$ cat src/rtl/and8bit_serial_pkg.sv
// Shared definitions for the bit-serial logic lane: state encoding, lane op codes,
// default width and the per-bit lane function.
// Optional build macro: AND8BIT_SERIAL_OPSEL_EN (selects AND/OR/XOR/NAND per operation).
package and8bit_serial_pkg;

   localparam int unsigned WIDTH_DEFAULT = 8;

   typedef enum logic [1:0] {
      IDLE  = 2'd0,
      SHIFT = 2'd1,
      DONE  = 2'd2
   } state_t;

   localparam logic [1:0] OP_AND  = 2'b00;
   localparam logic [1:0] OP_OR   = 2'b01;
   localparam logic [1:0] OP_XOR  = 2'b10;
   localparam logic [1:0] OP_NAND = 2'b11;

   // One-gate-wide lane: the function applied to a single operand bit pair.
   function automatic logic lane_op(input logic a, input logic b, input logic [1:0] op);
      logic r;
      unique case (op)
         OP_AND:  r = a & b;
         OP_OR:   r = a | b;
         OP_XOR:  r = a ^ b;
         OP_NAND: r = ~(a & b);
         default: r = a & b;
      endcase
      return r;
   endfunction

endpackage

$ cat src/rtl/and8bit_serial_if.sv
// Operand/result bundle of the bit-serial lane.
// Optional build macro: AND8BIT_SERIAL_OPSEL_EN adds the 2-bit op select.
interface and8bit_serial_if #(
   parameter int unsigned WIDTH = 8
);
   logic             start;
   logic [WIDTH-1:0] inA;
   logic [WIDTH-1:0] inB;
   logic [WIDTH-1:0] out;
   logic             busy;
   logic             done;
   logic             bitOut;
`ifdef AND8BIT_SERIAL_OPSEL_EN
   logic [1:0]       op;

   modport master (output start, inA, inB, op, input out, busy, done, bitOut);
   modport slave  (input start, inA, inB, op, output out, busy, done, bitOut);
`else
   modport master (output start, inA, inB, input out, busy, done, bitOut);
   modport slave  (input start, inA, inB, output out, busy, done, bitOut);
`endif
endinterface

$ cat src/rtl/and8bit_serial_shift_reg_n.sv
// WIDTH-bit right shift register with parallel load and shift enable.
// Load has priority; the serial input enters at the MSB.
module shift_reg_n #(
   parameter int unsigned WIDTH = 8
) (
   input  logic             clk,
   input  logic             rstN,
   input  logic             i_load,
   input  logic [WIDTH-1:0] i_load_val,
   input  logic             i_shift,
   input  logic             i_sin,
   output logic [WIDTH-1:0] o_q
);

   logic [WIDTH-1:0] r_q;

   // Load on accept, otherwise shift right one place when enabled.
   always_ff @(posedge clk or negedge rstN) begin
      if (!rstN) begin
         r_q <= '0;
      end else if (i_load) begin
         r_q <= i_load_val;
      end else if (i_shift) begin
         r_q <= {i_sin, r_q[WIDTH-1:1]};
      end
   end

   assign o_q = r_q;

endmodule

$ cat src/rtl/and8bit_serial.sv
// Bit-serial logic lane: captures two operands on start, produces one result bit per
// clock LSB first, then presents the reassembled word with a one-cycle done pulse.
// Optional build macro: AND8BIT_SERIAL_OPSEL_EN (per-operation AND/OR/XOR/NAND select).
module and8bit_serial
   import and8bit_serial_pkg::*;
#(
   parameter int unsigned WIDTH = WIDTH_DEFAULT
) (
   input logic                clk,
   input logic                rstN,
   and8bit_serial_if.slave    bus
);

   localparam int unsigned CntW = $clog2(WIDTH) + 1;

   state_t           r_state;
   state_t           w_state_next;
   logic [CntW-1:0]  r_cnt;
   logic [WIDTH-1:0] r_out;
   logic [WIDTH-1:0] w_sh_a;
   logic [WIDTH-1:0] w_sh_b;
   logic [WIDTH-1:0] w_res;
   logic [1:0]       w_op;
   logic             w_accept;
   logic             w_shift;
   logic             w_last;
   logic             w_bit;

   assign w_accept = bus.start && ((r_state == IDLE) || (r_state == DONE));
   assign w_shift  = (r_state == SHIFT);
   assign w_last   = w_shift && (r_cnt == CntW'(WIDTH - 1));
   assign w_bit    = w_shift ? lane_op(w_sh_a[0], w_sh_b[0], w_op) : 1'b0;

`ifdef AND8BIT_SERIAL_OPSEL_EN
   logic [1:0] r_op;

   // Op is captured with the operands so mid-operation changes are ignored.
   always_ff @(posedge clk or negedge rstN) begin
      if (!rstN) begin
         r_op <= OP_AND;
      end else if (w_accept) begin
         r_op <= bus.op;
      end
   end

   assign w_op = r_op;
`else
   assign w_op = OP_AND;
`endif

   shift_reg_n #(.WIDTH(WIDTH)) u_sh_a (
      .clk        (clk),
      .rstN       (rstN),
      .i_load     (w_accept),
      .i_load_val (bus.inA),
      .i_shift    (w_shift),
      .i_sin      (1'b0),
      .o_q        (w_sh_a)
   );

   shift_reg_n #(.WIDTH(WIDTH)) u_sh_b (
      .clk        (clk),
      .rstN       (rstN),
      .i_load     (w_accept),
      .i_load_val (bus.inB),
      .i_shift    (w_shift),
      .i_sin      (1'b0),
      .o_q        (w_sh_b)
   );

   // Result bits enter at the MSB so that after WIDTH shifts bit 0 sits at the LSB.
   shift_reg_n #(.WIDTH(WIDTH)) u_res (
      .clk        (clk),
      .rstN       (rstN),
      .i_load     (w_accept),
      .i_load_val ({WIDTH{1'b0}}),
      .i_shift    (w_shift),
      .i_sin      (w_bit),
      .o_q        (w_res)
   );

   // State register.
   always_ff @(posedge clk or negedge rstN) begin
      if (!rstN) begin
         r_state <= IDLE;
      end else begin
         r_state <= w_state_next;
      end
   end

   // Next-state logic; start is only honoured in IDLE or DONE.
   always_comb begin
      w_state_next = r_state;
      unique case (r_state)
         IDLE:    if (bus.start) w_state_next = SHIFT;
         SHIFT:   if (w_last) w_state_next = DONE;
         DONE:    w_state_next = bus.start ? SHIFT : IDLE;
         default: w_state_next = IDLE;
      endcase
   end

   // Bit counter: cleared on accept, advanced once per processed bit.
   always_ff @(posedge clk or negedge rstN) begin
      if (!rstN) begin
         r_cnt <= '0;
      end else if (w_accept) begin
         r_cnt <= '0;
      end else if (w_shift) begin
         r_cnt <= r_cnt + 1'b1;
      end
   end

   // Output word loads the final shifted value on the edge entering DONE only,
   // so the partial result is never visible.
   always_ff @(posedge clk or negedge rstN) begin
      if (!rstN) begin
         r_out <= '0;
      end else if (w_last) begin
         r_out <= {w_bit, w_res[WIDTH-1:1]};
      end
   end

   assign bus.out    = r_out;
   assign bus.busy   = w_shift;
   assign bus.done   = (r_state == DONE);
   assign bus.bitOut = w_bit;

endmodule

$ cat src/flat_wrapper.sv
// flat-port wrapper written by rule: the top's interface ports become plain ports
module and8bit_serial_flat import and8bit_serial_pkg::*;
#(
   parameter int unsigned WIDTH = WIDTH_DEFAULT
)
  (clk, rstN, bus_start, bus_inA, bus_inB, bus_out, bus_busy, bus_done, bus_bitOut);
  and8bit_serial_if #(.WIDTH(WIDTH)) bus_i ();
  input logic clk;
  input logic rstN;
  input wire logic [$bits(bus_i.start)-1:0] bus_start;
  input wire logic [$bits(bus_i.inA)-1:0] bus_inA;
  input wire logic [$bits(bus_i.inB)-1:0] bus_inB;
  output wire logic [$bits(bus_i.out)-1:0] bus_out;
  output wire logic [$bits(bus_i.busy)-1:0] bus_busy;
  output wire logic [$bits(bus_i.done)-1:0] bus_done;
  output wire logic [$bits(bus_i.bitOut)-1:0] bus_bitOut;
  assign bus_i.start = bus_start;
  assign bus_i.inA = bus_inA;
  assign bus_i.inB = bus_inB;
  assign bus_out = bus_i.out;
  assign bus_busy = bus_i.busy;
  assign bus_done = bus_i.done;
  assign bus_bitOut = bus_i.bitOut;
  and8bit_serial #(.WIDTH(WIDTH)) u_core (.clk(clk), .rstN(rstN), .bus(bus_i));
endmodule
$ cat config.mk
export PLATFORM = sky130hd
export DESIGN_NAME = and8bit_serial_flat
export DESIGN_NICKNAME = d
export VERILOG_FILES = /design/src/rtl/and8bit_serial_pkg.sv /design/src/rtl/and8bit_serial_if.sv /design/src/rtl/and8bit_serial_shift_reg_n.sv /design/src/rtl/and8bit_serial.sv /design/src/flat_wrapper.sv
export SDC_FILE = /design/constraint.sdc
export NUM_CORES = 1
export LEC_CHECK = 0
export CAP_MARGIN = 20
export CORE_AREA = 5 5 77 79
export CTS_BUF_LIST = sky130_fd_sc_hd__clkbuf_8
export DETAILED_ROUTE_END_ITERATION = 10
export DIE_AREA = 0 0 82 84
export GPL_TIMING_DRIVEN = 0
export PLACE_DENSITY = 0.62
export SYNTH_ARGS = -nofsm -noshare
export SYNTH_HDL_FRONTEND = slang
export SYNTH_HIERARCHICAL = 1
export SYNTH_SLANG_ARGS = --single-unit
$ cat constraint.sdc
create_clock -name clk -period 3 [get_ports clk]
set_input_delay 0.45 -clock clk [delete_from_list [all_inputs] [get_ports clk]]
set_output_delay 0.45 -clock clk [all_outputs]
set_load 0.03 [all_outputs]
==> impl_results.md <==
- DRC: 0
- PostCTS Resize Cnt: 0
- Multi-input logic area: 689 sq um
- Most frequent cells in the layout: dfrtp_1, nand2_1, clkdlybuf4s50_1
- Final setup fails: 0
- First-pass GRT wire length: 5270 um
- Seq pwr share: 0.381
- Antenna violations before repair: 0
- Via-per-instance ratio: 4.30
- Int Power: 0.00147 W
- RSZ-0062 raised after global routing: no
- Clk pwr share: 0.178
- Cell count after synthesis: 146
- CP max stage cell: clkdlybuf4s50_1
- Clock transition at path regs: 0.07 ns
- Post-layout nets: 210
- Mapped Area: 0.00168 sq mm
- Peak supply drop: 0.000364 V
- Number of I/O port buffers: 29
- Final Hold Slack: 0.264 ns
- DP HPWL: 2100 um
- # H-tree levels: 2
- Storage element area: 926 sq um
- Worst-path fanout max: 8
- Post CTS Setup Buffer Count: 0
- Worst min-delay path class: in2async
- Final Hold Vio Count: 0
- Final ANT Viol Nets: 0
- Psw: 0.000813 W
- Status: completed
- Overall power: 0.00228 W
- Row cnt: 27
- Chip Width: 82 um
- Clock Tree Buf Depth: 2
- Final worst path period share: 0.792
- Total track usage: 0.0989
- Worst-Margin Slew: 0.822 ns
- Grt ovf: 0
- WP buf/inv: 3
- TritonCTS buffer count: 5
- Final Critical Period: 2.38 ns
- Max-capacitance violation count: 0
- Initial DRC count: 44
- CP Data Arrival Time: 1.93 ns
- Total iterations of the first detailed-routing run: 3
- Setup TNS: 0 ns
- Vias: 1126
- Type of destination of the critical path: output port
- Pwr Density: 1040 mW/mm^2
- Die ar.: 0.00689 sq mm
- Post-CTS Hold Buffers: 0
- Slowest stage delay, CP: 0.75 ns
- Setup Skew: 0.00978 ns
- TritonCTS Sinks: 37
- CTS tree: done
- CP Cell Sequence: nand2b_1 -> buf_6 -> inv_1 -> clkdlybuf4s50_1
- Fill cell count: 552
- Area Overhead vs Synth: 30.4%
- GPL Wtd Cong: 0.657
- Synth warn: 6
- # IOs: 30
- Sw Ratio: 0.357
- Largest net degree at the start of global routing: 38
- Root Driver: clkbuf_8
- Die Ht: 84 um
- Later-pin clock latency in the skew report: 0.28 ns
- CP Class: reg2out
- Crit path required time: 2.55 ns
- CP top delay family: buffers and inverters
- Most common cell after layout, fill and taps aside: dfrtp_1
- Final wirelength: 3070 um
- Routed len/inst: 11.7 um
- Comb power frac: 0.440
- Max Fclk: 421 MHz
- Slew headroom: 0.452
- Fin. max-slew vios: 0
- Avg Inst Size Synth: 11.5 sq um
- Vias in the first global route: 1131
- Layout cell share with drive strength beyond 1: 0.126
- P_leak: 1.03 nW
- Placeable core region: 0.00527 sq mm
- # diodes: 0
- Starting Density: 0.318
- Worst Setup Start Kind: flop
-- registers in the layout, summed over array words and instances (netlist names) --
| name | count |
|---|---|
| u_core/bus.out | 8 |
| u_core/u_sh_a/o_q | 8 |
| u_core/u_sh_b/o_q | 8 |
| u_core/u_res/o_q | 7 |
| u_core/r_cnt | 4 |
| u_core/r_state | 2 |
-- through the flow --
step,cell area (sq um),cells,utilization,setup slack (ns)
2_1_floorplan,1710,154,-,1.47
3_3_place_gp,2090,255,0.396,0.574
3_5_place_dp,2080,255,0.395,0.900
4_1_cts,2180,262,0.415,0.595
5_1_grt,2180,262,0.415,0.526
6_report,2180,262,0.415,0.623
-- final timing paths --
path	startpoint	endpoint	slack (ns)	cells past startpoint
worst min register to register	u_core/bus.out[1]$_DFFE_PN0P_	u_core/bus.out[1]$_DFFE_PN0P_	0.51	1
worst max register to register	u_core/r_state[0]$_DFFE_PN0P_	u_core/r_cnt[2]$_DFFE_PN0P_	1.36	4
min in group clk	u_core/bus.out[1]$_DFFE_PN0P_	u_core/bus.out[1]$_DFFE_PN0P_	0.51	1
worst min-delay path	rstN	u_core/r_state[0]$_DFFE_PN0P_	0.26	1
max in group asynchronous	rstN	u_core/u_res/o_q[4]$_DFFE_PN0P_	2.21	1
worst max-delay path	u_core/r_state[1]$_DFFE_PN0P_	bus_busy	0.62	4
-- power by group through the flow --
stage | Combinational [W] | Clock, W | Sequential, W
detailed placement | 0.00102 | 0 | 0.000882
floorplan | 0.000655 | 0 | 0.000945
CTS | 0.00102 | 0.000423 | 0.000874
finish | 0.00100 | 0.000407 | 0.000869
global placement | 0.000999 | 0 | 0.000878
global route | 0.00111 | 0.000443 | 0.000899
-- layout make-up --
type                       instances  share of cell area
buffer                             7              0.0361
clock buffer                       5              0.0315
clock inverter                     2              0.0160
inverter                           3             0.00515
multi-input combinational        107               0.316
sequential                        37               0.424
tap                               72              0.0412
timing repair buffer              29               0.131
-- layer usage --
metal	vias up	share of wire	GRT usage
met3	4	0.061	0.0378
met2	22	0.45	0.140
met5	-	0	0
met1	522	0.47	0.138
met4	0	0.010	0.0317
li1	578	-	-
No activity file was read; power rests on OpenSTA's default activity.
